`src/rtl/regfile_write_arbiter_if.sv`:
```
// Write-port bundle between the requesters (master) and the register-file write arbiter (slave).
interface regfile_write_arbiter_if #(
    parameter int unsigned DATA_W = 32,
    parameter int unsigned ADDR_W = 5
);
    logic                  enable;
    logic [3:0]            req;
    logic [4*ADDR_W-1:0]   req_addr;
    logic [4*DATA_W-1:0]   req_data;
    logic [3:0]            gnt;
    logic                  wr_en;
    logic [ADDR_W-1:0]     wr_addr;
    logic [DATA_W-1:0]     wr_data;
    logic                  busy;

    modport master (
        output enable, req, req_addr, req_data,
        input  gnt, wr_en, wr_addr, wr_data, busy
    );

    modport slave (
        input  enable, req, req_addr, req_data,
        output gnt, wr_en, wr_addr, wr_data, busy
    );
endinterface

```
`src/rtl/regfile_write_arbiter.sv`:
```
// Round-robin arbiter sharing the single register-file write port among four requesters.
// Produces a registered one-cycle write; writes to register 0 are granted but suppressed.
module regfile_write_arbiter #(
    parameter int unsigned DATA_W = 32,
    parameter int unsigned ADDR_W = 5
) (
    input logic                    clk,
    input logic                    rst_n,
    regfile_write_arbiter_if.slave bus
);

    typedef enum logic [0:0] {StIdle, StGrant} state_e;

    state_e              state_q;
    logic [1:0]          ptr_q;
    logic [3:0]          gnt_q;
    logic                wr_en_q;
    logic [ADDR_W-1:0]   wr_addr_q;
    logic [DATA_W-1:0]   wr_data_q;
    logic                busy_q;

    logic                found;
    logic [1:0]          win_idx;
    logic [1:0]          idx;
    logic [ADDR_W-1:0]   win_addr;
    logic [DATA_W-1:0]   win_data;

    // First requester at or after the pointer, wrapping modulo 4.
    always_comb begin
        found   = 1'b0;
        win_idx = ptr_q;
        idx     = ptr_q;
        for (int i = 0; i < 4; i++) begin
            idx = ptr_q + 2'(i);
            if (!found && bus.req[idx]) begin
                found   = 1'b1;
                win_idx = idx;
            end
        end
    end

    assign win_addr = bus.req_addr[win_idx*ADDR_W +: ADDR_W];
    assign win_data = bus.req_data[win_idx*DATA_W +: DATA_W];

    always_ff @(posedge clk or negedge rst_n) begin
        if (!rst_n) begin
            state_q   <= StIdle;
            ptr_q     <= 2'd0;
            gnt_q     <= 4'b0000;
            wr_en_q   <= 1'b0;
            wr_addr_q <= '0;
            wr_data_q <= '0;
            busy_q    <= 1'b0;
        end else begin
            unique case (state_q)
                StIdle: begin
                    if (bus.enable && found) begin
                        state_q   <= StGrant;
                        ptr_q     <= win_idx + 2'd1;
                        gnt_q     <= 4'b0001 << win_idx;
                        wr_addr_q <= win_addr;
                        wr_data_q <= win_data;
                        wr_en_q   <= (win_addr != '0);
                        busy_q    <= 1'b1;
                    end
                end
                StGrant: begin
                    // Address/data hold their last values; only the strobes drop.
                    state_q <= StIdle;
                    gnt_q   <= 4'b0000;
                    wr_en_q <= 1'b0;
                    busy_q  <= 1'b0;
                end
                default: begin
                    state_q <= StIdle;
                    gnt_q   <= 4'b0000;
                    wr_en_q <= 1'b0;
                    busy_q  <= 1'b0;
                end
            endcase
        end
    end

    assign bus.gnt     = gnt_q;
    assign bus.wr_en   = wr_en_q;
    assign bus.wr_addr = wr_addr_q;
    assign bus.wr_data = wr_data_q;
    assign bus.busy    = busy_q;

endmodule

```
`src/flat_wrapper.sv`:
```
// flat-port wrapper written by rule: the top's interface ports become plain ports
module regfile_write_arbiter_flat 
#(
    parameter int unsigned DATA_W = 32,
    parameter int unsigned ADDR_W = 5
)
  (clk, rst_n, bus_enable, bus_req, bus_req_addr, bus_req_data, bus_gnt, bus_wr_en, bus_wr_addr, bus_wr_data, bus_busy);
  regfile_write_arbiter_if #(.DATA_W(DATA_W), .ADDR_W(ADDR_W)) bus_i ();
  input logic clk;
  input logic rst_n;
  input wire logic [$bits(bus_i.enable)-1:0] bus_enable;
  input wire logic [$bits(bus_i.req)-1:0] bus_req;
  input wire logic [$bits(bus_i.req_addr)-1:0] bus_req_addr;
  input wire logic [$bits(bus_i.req_data)-1:0] bus_req_data;
  output wire logic [$bits(bus_i.gnt)-1:0] bus_gnt;
  output wire logic [$bits(bus_i.wr_en)-1:0] bus_wr_en;
  output wire logic [$bits(bus_i.wr_addr)-1:0] bus_wr_addr;
  output wire logic [$bits(bus_i.wr_data)-1:0] bus_wr_data;
  output wire logic [$bits(bus_i.busy)-1:0] bus_busy;
  assign bus_i.enable = bus_enable;
  assign bus_i.req = bus_req;
  assign bus_i.req_addr = bus_req_addr;
  assign bus_i.req_data = bus_req_data;
  assign bus_gnt = bus_i.gnt;
  assign bus_wr_en = bus_i.wr_en;
  assign bus_wr_addr = bus_i.wr_addr;
  assign bus_wr_data = bus_i.wr_data;
  assign bus_busy = bus_i.busy;
  regfile_write_arbiter #(.DATA_W(DATA_W), .ADDR_W(ADDR_W)) u_core (.clk(clk), .rst_n(rst_n), .bus(bus_i));
endmodule
```
`config.mk`:
```
export PLATFORM = sky130hd
export DESIGN_NAME = regfile_write_arbiter_flat
export DESIGN_NICKNAME = d
export VERILOG_FILES = /design/src/rtl/regfile_write_arbiter_if.sv /design/src/rtl/regfile_write_arbiter.sv /design/src/flat_wrapper.sv
export SDC_FILE = /design/constraint.sdc
export NUM_CORES = 1
export LEC_CHECK = 0
export CAP_MARGIN = 40
export CORE_MARGIN = 2
export CORE_UTILIZATION = 33
export DETAILED_ROUTE_END_ITERATION = 10
export PLACE_DENSITY = 0.77
export SLEW_MARGIN = 20
export SYNTH_ARGS = -nofsm -noshare
export SYNTH_HDL_FRONTEND = slang
export SYNTH_SLANG_ARGS = --single-unit
```
`constraint.sdc`:
```
create_clock -name clk -period 2 [get_ports clk]
set_clock_uncertainty 0.1 [all_clocks]
set_input_delay 0.4 -clock clk [delete_from_list [all_inputs] [get_ports clk]]
set_output_delay 0.4 -clock clk [all_outputs]
set_load 0.01 [all_outputs]
```
==> impl_metrics.json, run 1 <==
{
  "reg2reg_depth": 7,
  "cp.buffers_inverters": 1,
  "drt-total-wl_mm": 13.7,
  "leakage_nw": 2.84,
  "total_power_mw": 6.61,
  "min_from": "u_core.bus.wr_addr[3]",
  "fin_util_pct": 68.8,
  "tightest_slew_ns": 0.477,
  "ys_types": 35,
  "setup_viol": 39,
  "layout_min_cycle_time_ns": 2.24,
  "synth_seq_cells": 46,
  "status": "finished, violations left",
  "cpMaxStageDelayCell": "dfrtp_1",
  "whs_endpoint": "u_core.bus.wr_addr[3]",
  "crit_type": "reg -> reg",
  "setup.worst_path.start_class": "flop",
  "clock_path_buffers": 2,
  "synth-edff-count": 0,
  "die_y_um": 101,
  "cap_viol_max_count": 0,
  "worstSetupStartpoint": "u_core.ptr_q[0]",
  "holdPathStages": 2,
  "mappedNetlistArea_sq_um": 3090,
  "synthTopCellsByArea": "dfrtp_1, nand2_1, a311oi_1",
  "fp-row-count": 35,
  "synth_top_cell_by_area": "dfrtp_1",
  "cp_slowest_stage_delay_ns": 0.41,
  "yosysMostFrequentCell": "nand2_1",
  "clock.fmax_mhz": 446,
  "crit_chain": "and2b_2 > buf_6 > o21ai_4 > nand2_4 > a211o_1 > a222oi_1 > a221oi_2",
  "clock-sinks": 46,
  "cp.arrival_ns": 2.32,
  "synth_seq_area_share_pct": 37.3,
  "finalMaxSlewViolations": 0,
  "avgRoutedWirePerCell_um": 19.4,
  "reg2reg_slack_ns": -0.24,
  "yosysTopAreaCellShare_pct": 37.3,
  "worst_path_dominant_cell_family": "compound AO/OA/AOI/OAI gates",
  "grt_use_total_pct": 25.6,
  "placed_cells": 667,
  "async_flop_share_pct": 100,
  "pin_count": 198,
  "antenna_found_initial": 0,
  "relSlewSlack_pct": 68.2,
  "synth_common_cells": "nand2_1, dfrtp_1, and3_1",
  "die-area_sq_um": 10100,
  "yosys_warnings": 0,
  "place_hpwl_mm": 9.06,
  "syn-num-nets": 515,
  "ir_drop_mv": 0.449,
  "post-route-period-util_pct": 112,
  "ys.flop_type": "dfrtp_1",
  "synth_cells": 356,
  "port-buffer-count": 197,
  "initialDrtViolationCount": 167,
  "hold_class": "reg -> reg",
  "nNetsFinal": 756,
  "r2r-start": "u_core.ptr_q[0]",
  "r2r-end": "u_core.bus.wr_en",
  "initial_core_util_pct": 33.7,
  "fillers": 697,
  "path_clk_slew_ns": 0.09,
  "violations": "setup timing",
  "grt_overflow": 0,
  "cts_tree": "yes",
  "fp.coreArea_sq_um": 9150,
  "powerDensity_nw_per_um2": 1050,
  "first_pass_iters": 5,
  "grt_pass1_wl_mm": 20.5,
  "endpoint_kind": "flop",
  "cts.htree.levels": 2,
  "postSynthAreaPerCell_sq_um": 8.67,
  "stdcell_count": 708,
  "antenna_cells": 0,
  "drive_gt1_share_pct": 21.6,
  "postRouteAntennaNets": 0,
  "cts_made_buffers": 5,
  "rsz0062_at_grt": "true",
  "setup_ws_ns": -0.242,
  "grt_pass1_vias": 4071,
  "areaGrowthSynthToFinish_pct": 104,
  "crit_required_ns": 2.08,
  "die_width_um": 101,
  "finalSetupTns_ns": -5.32,
  "place_congestion": 0.822,
  "hold_viol_final": 0,
  "cp_max_fo": 7,
  "via_per_inst": 5.56,
  "route.vias.total": 3940,
  "clk_latency_ns": 0.30,
  "grt_max_degree": 37,
  "cts_root_buffer": "clkbuf_8",
  "drc": 0
}
cell families (layout without fill, tap and decap cells):
group | count (synthesis) | after routing | synth area share [%]
AND/OR/NAND/NOR | 144 | 145 | 23.0
AO/OA/AOI/OAI | 118 | 119 | 30.4
flip-flops | 46 | 46 | 37.3
buffers and inverters | 40 | 279 | 6.44
adder cells (fa/ha/maj) | 4 | 4 | 1.62
multiplexers | 4 | 4 | 1.30
per-layer routing:
metal | global-route usage [%] | share of wire, %
met5 | 0 | 0
met4 | 8.22 | 2.7
met3 | 5.89 | 8.2
met2 | 45.9 | 52
met1 | 30.0 | 37
where the power goes:
group          switching [mW]  internal [mW]  leakage (nW)
combinational            2.07           2.47          2.23
sequential              0.230           1.29         0.567
clock                   0.307          0.242        0.0383
per-stage QoR:
step	instance area, sq um	setup WS [ns]	hold WS, ns
after floorplan	3090	-0.0887	0.00441
after global placement	5420	-0.680	0.274
after detailed placement	5420	-0.754	0.287
after CTS	5990	-0.144	0.383
after global routing	6300	-0.306	0.401
final	6300	-0.242	0.375
worst max path at each step:
stage | endpoint | depth (start not counted)
2_1_floorplan | u_core.bus.wr_en | 8
3_3_place_gp | u_core.bus.wr_data[8] | 9
3_5_place_dp | u_core.bus.wr_data[8] | 9
4_1_cts | u_core.bus.wr_en | 8
5_1_grt | u_core.bus.wr_en | 7
6_report | u_core.bus.wr_en | 7
area by class of cell:
| class | instances | area, sq um | share of cell area [%] |
|---|---|---|---|
| Timing Repair Buffer | 267 | 2880 | 45.6 |
| Multi-Input combinational cell | 272 | 2040 | 32.3 |
| Sequential cell | 46 | 1150 | 18.3 |
| Tap cell | 111 | 139 | 2.20 |
| Inverter | 5 | 21.3 | 0.338 |
| Clock buffer | 7 | 76.3 | 1.21 |
state kept, by name, indices dropped and copies added, names as in the netlist:
signal,flops
u_core.bus.busy,1
u_core.bus.wr_addr,5
u_core.ptr_q,2
u_core.bus.wr_data,32
u_core.bus.wr_en,1
u_core.bus.gnt,4
u_core.state_q,1
timing repair:
| item | 4_1_cts | 5_1_grt |
|---|---|---|
| hold buffers | 1 | 0 |
| gates cloned | 8 | 3 |
| hold endpoints to repair | 18 | 0 |
| pin swaps | 23 | 21 |
| setup buffers | 16 | 8 |
| endpoints found under the setup margin | 44 | 43 |
| resized for setup | 45 | 39 |
layout by cell type, fill, tap and decap left out, types with 4 or more instances in the layout:
| cell | count |
|---|---|
| clkbuf_8 | 5 |
| nor2_1 | 4 |
| buf_4 | 36 |
| nand3_2 | 5 |
| ha_1 | 4 |
| a21o_1 | 32 |
| buf_6 | 10 |
| nand2_1 | 76 |
| clkdlybuf4s50_1 | 192 |
| a211oi_2 | 18 |
| mux2i_1 | 4 |
| buf_12 | 13 |
| a311oi_2 | 5 |
| a311oi_1 | 27 |
| o21ai_0 | 6 |
| buf_16 | 5 |
| nand3_1 | 9 |
| and3_1 | 35 |
| a211oi_1 | 12 |
| a211o_1 | 5 |
| dfrtp_1 | 45 |
| dlygate4sd2_1 | 4 |
worst min-delay path: cells and delay by family, from the launching register on:
| kind | cells | cell delay, ns |
|---|---|---|
| flip-flops | 1 | 0.35 |
| AND/OR/NAND/NOR | 2 | 0.10 |
Power figures use the tool's default switching activity.
==> inputs of run 2 (changes only) <==
--- a/config.mk
+++ b/config.mk
@@ -8,6 +8,7 @@
 export CAP_MARGIN = 40
 export CORE_MARGIN = 2
 export CORE_UTILIZATION = 33
+export CTS_CLUSTER_DIAMETER = 50
 export DETAILED_ROUTE_END_ITERATION = 10
 export PLACE_DENSITY = 0.77
 export SLEW_MARGIN = 20
==> constraint.sdc (replaced) <==
create_clock -name clk -period 2 [get_ports clk]
set_clock_uncertainty 0.1 [all_clocks]
set_input_delay 0.2 -clock clk [delete_from_list [all_inputs] [get_ports clk]]
set_output_delay 0.2 -clock clk [all_outputs]
set_load 0.01 [all_outputs]
==> run 2 against run 1 <==
  * The flow still finishes with violations (setup timing)
  * Via count shrank 3.2%
  * Sequential share of layout area up 0.88 points
  * Utilization fell by 3.2 points
  * Count of clock-buffer cells in the layout did not move
  * Global-route usage is 3.0 points lower
  * Hold slack lost 0.062 ns
  * Clock power increased by 9.7%
  * Fmax up 6.6%
  * Critical endpoint unchanged
==> impl_metrics.json, run 2 (same netlist as run 1, synthesis figures left out) <==
{
  "die_y_um": 101,
  "pin_count": 198,
  "largest_reg_flops": 32,
  "relSlewSlack_pct": 76.8,
  "via_per_inst": 5.52,
  "grt_pass1_vias": 3750,
  "cts_tree": "yes",
  "clk_latency_ns": 0.30,
  "reg2reg_depth": 6,
  "route.vias.total": 3812,
  "grt_pass1_wl_mm": 18.2,
  "antenna_cells": 0,
  "layout_min_cycle_time_ns": 2.10,
  "r2r-start": "u_core.ptr_q[1]",
  "r2r-end": "u_core.bus.wr_en",
  "fin_area_sq_um": 6010,
  "initial_core_util_pct": 33.7,
  "status": "finished, violations left",
  "drive_gt1_share_pct": 18.6,
  "cap_viol_max_count": 0,
  "areaGrowthSynthToFinish_pct": 94.7,
  "crit_type": "reg -> reg",
  "cts_made_buffers": 5,
  "place_congestion": 0.851,
  "fin_util_pct": 65.7,
  "place_hpwl_mm": 8.91,
  "postRouteAntennaNets": 0,
  "violations": "setup timing",
  "layout_common_cells": "clkdlybuf4s50_1, nand2_1, dfrtp_1",
  "antenna_found_initial": 0,
  "avgRoutedWirePerCell_um": 17.8,
  "cpMaxStageDelayCell": "dfrtp_2",
  "post-route-period-util_pct": 105,
  "crit_chain": "or3_4 > nand4b_4 > nand2_8 > a211o_1 > a222oi_1 > a221oi_1",
  "port-buffer-count": 197,
  "cp_max_fo": 9,
  "grt_max_degree": 47,
  "share_seq_of_total_power_pct": 24.3,
  "sw_frac_of_total_pct": 39.6,
  "ir_drop_mv": 0.408,
  "die_width_um": 101,
  "cts.htree.levels": 2,
  "endpoint_kind": "flop",
  "setup.worst_path.start_class": "flop",
  "nNetsFinal": 738,
  "crit_required_ns": 2.08,
  "initialDrtViolationCount": 185,
  "fp-row-count": 35,
  "cp.arrival_ns": 2.18,
  "leakage_nw": 2.67,
  "combPwrFrac_pct": 66.0,
  "tightest_slew_ns": 0.348,
  "powerDensity_nw_per_um2": 1040,
  "final_common_cell": "clkdlybuf4s50_1",
  "grt_overflow": 0,
  "clock.fmax_mhz": 476,
  "reg2reg_slack_ns": -0.10,
  "cp_slowest_stage_delay_ns": 0.45,
  "p_clk_share_pct": 9.6,
  "clock_path_buffers": 2,
  "rsz0062_at_grt": "true",
  "clock-sinks": 46,
  "hold_viol_final": 0,
  "setup_ws_ns": -0.102,
  "netSwitchingPower_mw": 2.47,
  "fp.coreArea_sq_um": 9150,
  "grt_use_total_pct": 22.6,
  "p_int_mw": 3.77,
  "drc": 0,
  "setup_viol": 36,
  "first_pass_iters": 5,
  "dpl_cell_area_sq_um": 5450,
  "path_clk_slew_ns": 0.09,
  "drt-total-wl_mm": 12.3,
  "cts_root_buffer": "clkbuf_8",
  "finalMaxSlewViolations": 0,
  "hold_class": "in -> async",
  "die-area_sq_um": 10100
}
[run 2: cell type report]
cell class | count | area, sq um
well taps | 111 | 139
repair buffers | 249 | 2580
clock inverters | 1 | 5.00
multi-input cells | 272 | 2030
flip-flops and latches | 46 | 1150
fillers | 729 | 3140
inverters | 5 | 21.3
clock buffers | 7 | 86.3
[run 2: power by group through the flow]
stage	clock, mW	combinational [mW]	sequential, mW
4_1_cts	0.617	3.68	1.52
6_report	0.601	4.12	1.52
3_3_place_gp	0	3.34	1.52
2_1_floorplan	0	1.50	1.67
3_5_place_dp	0	3.41	1.54
5_1_grt	0.656	4.42	1.56
[run 2: critical path, delay by kind of cell (launching register included)]
family,cells,cell delay (ns)
and+or+nand+nor,3,0.65
DFF,1,0.45
AOI/OAI and AO/OA,3,0.76
[run 2: worst max-delay path by stage]
| stage | start | end | cells past startpoint |
|---|---|---|---|
| 3_3_place_gp | bus_req[3] | u_core.bus.wr_data[6] | 8 |
| 6_report | u_core.ptr_q[1] | u_core.bus.wr_en | 6 |
| 4_1_cts | u_core.ptr_q[1] | u_core.bus.wr_en | 6 |
| 3_5_place_dp | bus_req[3] | u_core.bus.wr_data[6] | 8 |
| 2_1_floorplan | u_core.ptr_q[1] | u_core.bus.wr_en | 7 |
| 5_1_grt | u_core.ptr_q[1] | u_core.bus.wr_en | 6 |
[run 2: metrics by stage]
| stage | power [mW] | setup TNS (ns) | worst slack [ns] | std cells | hold slack (ns) |
|---|---|---|---|---|---|
| after floorplan | 3.17 | -0.0160 | -0.0160 | 356 | -0.196 |
| after global placement | 4.86 | -14.28 | -0.458 | 667 | 0.0980 |
| after detailed placement | 4.95 | -17.33 | -0.558 | 667 | 0.102 |
| after CTS | 5.82 | -0.786 | -0.0766 | 682 | 0.318 |
| after global routing | 6.63 | -4.98 | -0.209 | 691 | 0.328 |
| final | 6.24 | -1.66 | -0.102 | 691 | 0.314 |
[run 2: what timing repair did]
action                                  CTS  global route
resized for setup                        31            29
endpoints found under the setup margin   37            40
pin swaps                                16            13
hold buffers                              1             0
cloned                                    2             4
hold endpoints to repair                 46             0
setup buffers                             4             5
[run 2: per-layer routing]
| metal | share of wire [%] | global-route usage (%) |
|---|---|---|
| met5 | 0 | 0 |
| met4 | 2.1 | 5.80 |
| met3 | 7.1 | 5.20 |
| met2 | 52 | 39.9 |
| met1 | 39 | 27.6 |
==> inputs of run 3 (changes only) <==
--- a/config.mk
+++ b/config.mk
@@ -5,12 +5,12 @@
 export SDC_FILE = /design/constraint.sdc
 export NUM_CORES = 1
 export LEC_CHECK = 0
-export CAP_MARGIN = 40
 export CORE_MARGIN = 2
 export CORE_UTILIZATION = 33
 export CTS_CLUSTER_DIAMETER = 50
 export DETAILED_ROUTE_END_ITERATION = 10
-export PLACE_DENSITY = 0.77
+export HOLD_SLACK_MARGIN = 0.12
+export PLACE_DENSITY = 0.87
 export SLEW_MARGIN = 20
 export SYNTH_ARGS = -nofsm -noshare
 export SYNTH_HDL_FRONTEND = slang
==> run 3 against run 2 <==
  * The flow still finishes with violations (setup timing)
  * Sequential share of layout area fell by 1.3 points
  * Via count rose by 2.7%
  * First-iteration DRC count decreased by 8.1%
  * Sequential power about the same
  * Non-clock buffer count increased by 5
  * Utilization is 4.6 points higher
  * Hold slack worse by 0.0016 ns
  * Critical path type unchanged
  * Critical endpoint is now u_core.bus.wr_data[5]
==> impl_metrics.json, run 3 (same netlist as run 1, synthesis figures left out) <==
{
  "grt_use_total_pct": 23.1,
  "crit_chain": "and2b_4 > o21ai_4 > nand2_8 > buf_4 > inv_8 > clkbuf_16 > nand2_1 > a311oi_1 > a21o_1",
  "cap_viol_max_count": 0,
  "setup_ws_ns": -0.193,
  "m1WireLength_mm": 5.35,
  "hold_class": "in -> async",
  "die_width_um": 101,
  "drc": 0,
  "crit_required_ns": 2.13,
  "rsz0062_at_grt": "true",
  "avgRoutedWirePerCell_um": 20.1,
  "total_power_mw": 7.08,
  "met2WireLength_mm": 7.51,
  "setup.worst_path.start_class": "flop",
  "cp.arrival_ns": 2.33,
  "highest_layer": "met4",
  "cp_slowest_stage_delay_ns": 0.44,
  "drive_gt1_share_pct": 23.8,
  "initial_core_util_pct": 33.7,
  "layout_min_cycle_time_ns": 2.19,
  "fillers": 658,
  "final_common_cell": "clkdlybuf4s50_1",
  "cp_max_fo": 9,
  "postRouteAntennaNets": 0,
  "cts.htree.levels": 2,
  "grt_pass1_wl_mm": 18.7,
  "tightest_slew_ns": 0.394,
  "antenna_found_initial": 0,
  "fp-row-count": 35,
  "layout_common_cells": "clkdlybuf4s50_1, nand2_1, dfrtp_1",
  "clock.fmax_mhz": 456,
  "grt_overflow": 0,
  "relSlewSlack_pct": 73.7,
  "cts_made_buffers": 5,
  "path_clk_slew_ns": 0.10,
  "place_congestion": 0.895,
  "largest_reg_flops": 32,
  "powerDensity_nw_per_um2": 1100,
  "fp.coreArea_sq_um": 9150,
  "clk_latency_ns": 0.30,
  "cpMaxStageDelayCell": "dfrtp_1",
  "die-area_sq_um": 10100,
  "endpoint_kind": "flop",
  "route.vias.total": 3914,
  "pin_count": 198,
  "placed_cells": 665,
  "drt-total-wl_mm": 14.0,
  "cts_tree": "yes",
  "place_ws_ns": -0.631,
  "stdcell_count": 696,
  "areaGrowthSynthToFinish_pct": 108,
  "route.met3.wl_um": 882,
  "via_per_inst": 5.62,
  "crit_type": "reg -> reg",
  "violations": "setup timing",
  "cts_root_buffer": "clkbuf_8",
  "place_hpwl_mm": 8.99,
  "antenna_cells": 0,
  "leakage_nw": 2.81,
  "post-route-period-util_pct": 110,
  "die_y_um": 101,
  "ir_drop_mv": 0.570,
  "grt_max_degree": 47,
  "initialDrtViolationCount": 170,
  "grt_pass1_vias": 3837,
  "finalMaxSlewViolations": 0,
  "status": "finished, violations left",
  "setup_viol": 37,
  "clock-sinks": 46,
  "clock_path_buffers": 2,
  "hold_viol_final": 0,
  "nNetsFinal": 743,
  "port-buffer-count": 197,
  "first_pass_iters": 4
}
==> run 3: changes by cell type in the layout (fill, tap and decap cells not counted), sizes merged <==
cell / delta
clkinvlp: +2
clkdlybuf4s50: -3
clkinv: -1
clkbuf: +1
bufinv: +1
dlymetal6s2s: +3
buf: +2
==> run 3: power breakdown <==
group / total, mW / internal (mW) / switching, mW
clock network: 0.715 / 0.372 / 0.343
logic: 4.84 / 2.56 / 2.28
registers: 1.53 / 1.29 / 0.239
==> run 3: final cells by class <==
class	instances	area, sq um	share of cell area [%]
multi-input cells	272	2260	35.2
flip-flops and latches	46	1150	17.9
inverters	5	28.8	0.448
clock buffers	5	68.8	1.07
clock inverters	3	45.0	0.701
repair buffers	254	2730	42.5
well taps	111	139	2.16
==> run 3: path summary, 6_finish.rpt <==
| check | start | end | slack, ns | depth (start not counted) |
|---|---|---|---|---|
| max | u_core.ptr_q[0] | u_core.bus.wr_data[5] | -0.19 | 9 |
| min | rst_n | u_core.bus.wr_data[6] | 0.31 | 3 |
| max reg2reg | u_core.ptr_q[0] | u_core.bus.wr_data[5] | -0.19 | 9 |
| min reg2reg | u_core.bus.wr_data[30] | u_core.bus.wr_data[30] | 0.38 | 1 |
| max in group asynchronous | rst_n | u_core.bus.wr_data[17] | 1.27 | 3 |
| min in group clk | u_core.bus.wr_data[30] | u_core.bus.wr_data[30] | 0.38 | 1 |
==> run 3: metal layers <==
metal | global-route usage, % | vias up
met5 | 0 | -
met4 | 5.16 | 0
met3 | 5.76 | 18
met2 | 43.7 | 174
met1 | 25.7 | 1942
li1 | - | 1780
==> run 3: critical path, delay by kind of cell, from the launching register on <==
kind,cells,cell delay (ns)
compound gates,3,0.72
buf+inv,3,0.42
flops,1,0.44
simple gates,3,0.45
==> run 3: what timing repair did <==
item	4_1_cts	5_1_grt
endpoints found under the hold margin	46	0
setup buffers	1	12
pin swaps	7	46
setup endpoints to repair	38	37
cloned	2	7
resized for setup	11	94
hold buffers	1	0
==> run 3: metrics by stage <==
| stage | TNS [ns] | instance area [sq um] | util (%) | hold slack, ns |
|---|---|---|---|---|
| finish | -4.27 | 6430 | 70.2 | 0.312 |
| global placement | -14.36 | 5420 | 59.2 | 0.0977 |
| detailed placement | -18.75 | 5420 | 59.2 | 0.103 |
| global route | -6.07 | 6430 | 70.2 | 0.337 |
| floorplan | -0.0160 | 3090 | - | -0.196 |
| CTS | -2.88 | 5610 | 61.3 | 0.320 |
